--- src/rtl/parking_gate_ctrl.sv ---
// ----------------------------------------------------------------------------
// parking_gate_ctrl
//
// Single-lane parking barrier controller with occupancy counter and a
// two-digit multiplexed 7-segment occupancy display.
//
// The gate is sequenced IDLE -> OPEN_IN/OPEN_OUT -> CLOSE -> IDLE. Entry is
// refused when the lot is full (one-cycle denied pulse). An exit request takes
// priority over a simultaneous entry request. The gate closes either when a
// car passes (count updated) or after GATE_TICKS cycles without a pass
// (count unchanged).
//
// Ports:
//   clk        in   system clock, rising edge
//   rst        in   asynchronous active-high reset
//   entry_req  in   car waiting at entry (level, synchronous)
//   exit_req   in   car waiting at exit (level, synchronous)
//   pass       in   car has cleared the barrier (level, synchronous)
//   gate_open  out  barrier raise command (registered)
//   dir_in     out  1 while the gate is open for an entry (registered)
//   full       out  count == CAPACITY
//   denied     out  one-cycle pulse for a refused entry (registered)
//   count      out  current occupancy, 0..CAPACITY
//   seg        out  segments {g,f,e,d,c,b,a}, active-low
//   AN         out  digit anodes, active-low; only AN[1:0] ever go low
// ----------------------------------------------------------------------------
module parking_gate_ctrl #(
    parameter int CAPACITY    = 8,
    parameter int GATE_TICKS  = 50000000,
    parameter int REFRESH_DIV = 100000
) (
    input  logic       clk,
    input  logic       rst,
    input  logic       entry_req,
    input  logic       exit_req,
    input  logic       pass,
    output logic       gate_open,
    output logic       dir_in,
    output logic       full,
    output logic       denied,
    output logic [6:0] count,
    output logic [6:0] seg,
    output logic [7:0] AN
);

    localparam int TIMER_W = (GATE_TICKS > 2) ? $clog2(GATE_TICKS) : 1;
    localparam int REF_W   = (REFRESH_DIV > 2) ? $clog2(REFRESH_DIV) : 1;

    localparam logic [TIMER_W-1:0] TIMER_LAST = TIMER_W'(GATE_TICKS - 1);
    localparam logic [REF_W-1:0]   REF_LAST   = REF_W'(REFRESH_DIV - 1);
    localparam logic [6:0]         CAP        = 7'(CAPACITY);

    typedef enum logic [1:0] {
        IDLE,
        OPEN_IN,
        OPEN_OUT,
        CLOSE
    } state_t;

    state_t             state_q;
    logic [6:0]         count_q;
    logic [TIMER_W-1:0] timer_q;
    logic               entry_q;
    logic               exit_q;
    logic               gate_open_q;
    logic               dir_in_q;
    logic               denied_q;

    logic [REF_W-1:0]   refresh_q;
    logic [REF_W-1:0]   refresh_d;
    logic               digit_sel_q;
    logic               digit_sel_d;

    logic               entry_rise;
    logic               exit_rise;
    logic               full_w;

    assign entry_rise = entry_req & ~entry_q;
    assign exit_rise  = exit_req & ~exit_q;
    assign full_w     = (count_q == CAP);

    // ------------------------------------------------------------------
    // Gate FSM, occupancy counter, open timer and registered outputs.
    // Edge registers track the request levels in every state, so a request
    // held through a whole gate cycle never produces a second rise.
    // ------------------------------------------------------------------
    always_ff @(posedge clk or posedge rst) begin
        if (rst) begin
            state_q     <= IDLE;
            count_q     <= '0;
            timer_q     <= '0;
            entry_q     <= 1'b0;
            exit_q      <= 1'b0;
            gate_open_q <= 1'b0;
            dir_in_q    <= 1'b0;
            denied_q    <= 1'b0;
        end else begin
            entry_q     <= entry_req;
            exit_q      <= exit_req;
            gate_open_q <= (state_q == OPEN_IN) || (state_q == OPEN_OUT);
            dir_in_q    <= (state_q == OPEN_IN);
            denied_q    <= 1'b0;

            case (state_q)
                IDLE: begin
                    timer_q <= '0;
                    // An accepted exit swallows a coincident entry rise; an
                    // exit at count 0 is ignored and lets the entry through.
                    if (exit_rise && (count_q != 7'd0)) begin
                        state_q <= OPEN_OUT;
                    end else if (entry_rise) begin
                        if (!full_w) begin
                            state_q <= OPEN_IN;
                        end else begin
                            denied_q <= 1'b1;
                        end
                    end
                end
                OPEN_IN, OPEN_OUT: begin
                    // pass has priority over a coincident timeout
                    if (pass) begin
                        state_q <= CLOSE;
                        timer_q <= '0;
                        if (state_q == OPEN_IN) begin
                            count_q <= count_q + 7'd1;
                        end else begin
                            count_q <= count_q - 7'd1;
                        end
                    end else if (timer_q == TIMER_LAST) begin
                        state_q <= CLOSE;
                        timer_q <= '0;
                    end else begin
                        timer_q <= timer_q + 1'b1;
                    end
                end
                default: begin
                    timer_q <= '0;
                    state_q <= IDLE;
                end
            endcase
        end
    end

    // ------------------------------------------------------------------
    // Display digit multiplexing
    // ------------------------------------------------------------------
    always_comb begin
        refresh_d   = refresh_q + 1'b1;
        digit_sel_d = digit_sel_q;
        if (refresh_q == REF_LAST) begin
            refresh_d   = '0;
            digit_sel_d = ~digit_sel_q;
        end
    end

    always_ff @(posedge clk or posedge rst) begin
        if (rst) begin
            refresh_q   <= '0;
            digit_sel_q <= 1'b0;
        end else begin
            refresh_q   <= refresh_d;
            digit_sel_q <= digit_sel_d;
        end
    end

    function automatic logic [6:0] seg7(input logic [3:0] digit);
        case (digit)
            4'd0:    seg7 = 7'b1000000;
            4'd1:    seg7 = 7'b1111001;
            4'd2:    seg7 = 7'b0100100;
            4'd3:    seg7 = 7'b0110000;
            4'd4:    seg7 = 7'b0011001;
            4'd5:    seg7 = 7'b0010010;
            4'd6:    seg7 = 7'b0000010;
            4'd7:    seg7 = 7'b1111000;
            4'd8:    seg7 = 7'b0000000;
            4'd9:    seg7 = 7'b0010000;
            default: seg7 = 7'b1111111;
        endcase
    endfunction

    logic [3:0] units_w;
    logic [3:0] tens_w;

    assign units_w = 4'(count_q % 7'd10);
    assign tens_w  = 4'(count_q / 7'd10);

    // Tens digit is blanked below 10 while its anode stays enabled.
    always_comb begin
        if (digit_sel_q) begin
            AN  = 8'b11111101;
            seg = (count_q < 7'd10) ? 7'b1111111 : seg7(tens_w);
        end else begin
            AN  = 8'b11111110;
            seg = seg7(units_w);
        end
    end

    assign gate_open = gate_open_q;
    assign dir_in    = dir_in_q;
    assign denied    = denied_q;
    assign full      = full_w;
    assign count     = count_q;

endmodule

--- config.mk ---
export PLATFORM = sky130hd
export DESIGN_NAME = parking_gate_ctrl
export DESIGN_NICKNAME = d
export VERILOG_FILES = /design/src/rtl/parking_gate_ctrl.sv
export SDC_FILE = /design/constraint.sdc
export NUM_CORES = 1
export LEC_CHECK = 0
export ABC_CLOCK_PERIOD_IN_PS = 11100
export CORE_UTILIZATION = 50
export CTS_BUF_LIST = sky130_fd_sc_hd__clkbuf_4
export DETAILED_ROUTE_END_ITERATION = 8
export PLACE_DENSITY_LB_ADDON = 0.05
export SYNTH_ARGS = -nofsm -noshare
export SYNTH_HDL_FRONTEND = slang
export SYNTH_SLANG_ARGS = --single-unit
--- constraint.sdc ---
create_clock -name clk -period 11.1 [get_ports clk]
set_input_delay 2.22 -clock clk [delete_from_list [all_inputs] [get_ports clk]]
set_output_delay 2.22 -clock clk [all_outputs]
set_load 0.05 [all_outputs]
==> results.md <==
* Run status: complete, no violations
* CP peak stage delay at 1.00 ns
* Final hold violation count at 0
* Remaining Overflow, GRT at 0
* Synth Register Bits at 58
* Post-Route Setup TNS at 0 ns
* First-pass GRT wire length at 13.46 mm
* Most frequent cell after synthesis: dfrtp_1
* Library cells used by synthesis at 69
* CTS tree: done
* Mean Syn Cell Area at 9.018 um^2
* Relative slew slack at 0.3422
* Worst-path clk slew at 0.10 ns
* Sequential Area at 0.001451 mm^2
* Initial drt markers at 86
* Synthesized cell area at 0.004049 mm^2
* DRC Markers at 0
* Routed Wire Length at 7.876 mm
* Hold slack final at 0.4441 ns
* Detailed Place HPWL at 5.474 mm
* Total CTS buffers at 9
* Post-synth EDFFs at 0
* Die area at 0.008461 mm^2
* Placed insts at 554
* F_max at 141.7 MHz
* Synth Instances at 449
* Routability congestion estimate at 0.8438
* Vias in the first global route at 2978
* Worst Skew at 0.01259 ns
* CTS sink count at 58
* Share of cells above drive strength 1 at 0.07051
* Crit-path max FO at 32
* Post-CTS Setup Repair Bufs at 0
* H-tree levels at 3
* Pre-antenna DRT Iters at 4
* Vias at 3134
* Synth cell count leaders: dfrtp_1 (58), nor2_1 (50), nand2_1 (31)
* Final setup fails at 0
* Synth Flop Type: dfrtp_1
* I/O pin count at 31
* Synth top area share at 0.3585
* Skew-Pair Late Insertion Delay at 0.39 ns
* Post-route ant nets at 0
* Via/cell ratio at 5.498
* Worst setup SP type: flip-flop
* Average wire per standard cell at 13.82 um
* Fillers at 717
* Ant. Diodes at 0
* RSZ-0062 raised after global routing: false
* Die H at 91.99 um
* Die Width at 91.99 um
* Period Utilization, post-route at 0.6356
* HP Class: flip-flop to flip-flop
* Fin. max-slew vios at 0
* Synth warn at 0
* Dominant cells by area after synthesis: dfrtp_1 (36%), ha_1 (6.5%), xor2_1 (5.4%)
* Starting density of the core at 0.5213
* GRT Total Usage at 0.2000
* Input/output buffers at 24
* Actual slew at the worst max-slew pin at 0.9867 ns
* Final #Nets at 490
* Largest net degree at the start of global routing at 59
* Crit. End Element: output pin
* Cts hold-fix bufs at 0
* Crit path cell chain: and2b_1 -> xnor2_1 -> o211ai_1 -> inv_1 -> ha_1 -> nand2_1 -> a31oi_1 -> o41ai_4 -> mux2i_1 -> a211oi_1 -> clkdlybuf4s50_1
* Post-cts sizing count at 0
* Post-synth top area cell: dfrtp_1
* Maximum clock insertion buffer count at 2
* CP arrival at 4.83 ns
* Async set or reset register ratio after synthesis at 1.000
* Min Tclk post-route at 7.055 ns
* Final Core Density at 0.5723
* Critical Path RT at 8.88 ns
* Crit Path Class: flip-flop to output pin
* Slowest cell on the critical path: dfrtp_1
* Area delta synth->final at 9.796%
* Initial antenna violation count at 0
* Root Driver: clkbuf_4
* Multi-input logic area at 0.002333 mm^2
* R2r setup slk at 8.62 ns
* Non-Filler Instances at 570
* Row Count at 32
* Seq/Total Area, Yosys at 0.3585
* Maxcap violations at 0
* Core Area at 0.007767 mm^2
-- path summary, 6_finish.rpt --
path | start | endpoint | depth (start not counted)
max in group asynchronous | rst | timer_q[12] | 3
setup reg to reg | count[2] | count[6] | 8
hold / removal | entry_q | denied | 1
setup / recovery | count[5] | seg[5] | 11
min in group asynchronous | rst | refresh_q[2] | 3
hold reg to reg | entry_q | denied | 1
-- layout by cell type, fill, tap and decap left out, types with 3 or more instances in the layout --
| cell | instances |
|---|---|
| a211oi_1 | 6 |
| a21oi_1 | 21 |
| a31oi_1 | 4 |
| and2_1 | 3 |
| and3_1 | 10 |
| bufinv_16 | 3 |
| clkbuf_4 | 10 |
| clkdlybuf4s50_1 | 24 |
| conb_1 | 6 |
| dfrtp_1 | 58 |
| ha_1 | 21 |
| inv_1 | 26 |
| nand2_1 | 31 |
| nand2b_1 | 13 |
| nand3_1 | 19 |
| nand4_1 | 7 |
| nor2_1 | 50 |
| nor2b_1 | 6 |
| nor3_1 | 4 |
| nor4b_1 | 4 |
| o21a_1 | 5 |
| o21ai_0 | 23 |
| o21ai_1 | 3 |
| o21bai_1 | 4 |
| o31ai_1 | 3 |
| or3_1 | 5 |
| or4b_1 | 3 |
| xnor2_1 | 18 |
| xor2_1 | 25 |
-- cells by family (layout without fill, tap and decap cells) --
kind of cell    Yosys count  after routing  synth area share
flops                    58             58            0.3585
buf+inv                  55             69           0.06984
fa+ha+maj                22             22           0.06984
other cells               1              6         0.0009262
compound gates           91             91            0.1576
xor+xnor                 44             44           0.09703
mux                       3              3          0.007726
simple gates            175            175            0.2386
-- final cells by class --
| cell class | instances | area share |
|---|---|---|
| clock buffer | 10 | 0.01689 |
| clock inverter | 6 | 0.02364 |
| inverter | 28 | 0.02364 |
| multi-input combinational | 341 | 0.5249 |
| sequential | 58 | 0.3265 |
| tap | 102 | 0.02871 |
| timing repair buffer | 25 | 0.05573 |
-- flip-flops by register name (all words and copies together), names as in the netlist --
| signal | cells |
|---|---|
| dir_in | 1 |
| entry_q | 1 |
| denied | 1 |
| timer_q | 26 |
| state_q | 2 |
| digit_sel_q | 1 |
| gate_open | 1 |
| exit_q | 1 |
| count | 7 |
| refresh_q | 17 |
-- worst max-delay path, delay by kind of cell, from the launching register on --
kind / cells / cell delay (ns)
buffers and inverters: 2 / 0.92
xor gates and xnor gates: 1 / 0.08
DFF: 1 / 1.00
and+or+nand+nor: 2 / 0.45
AOI/OAI and AO/OA: 4 / 1.47
adders and majority gates: 1 / 0.34
muxes: 1 / 0.16
-- through the flow --
stage	setup WS (ns)	area, um^2
after floorplan	4.781	4068
final	4.045	4446
after detailed placement	4.507	4265
after global routing	3.663	4446
after global placement	4.583	4265
after CTS	4.056	4446
-- routing by layer --
layer	vias to the layer above	GRT usage	part of all wire
met5	-	0	0
met4	0	0.08984	0.022
met3	12	0.03483	0.028
met2	64	0.3371	0.49
met1	1479	0.2504	0.46
li1	1579	-	-
Power is not shown: default switching activity piles up to over one toggle a cycle in this logic, so the estimate is an artifact.
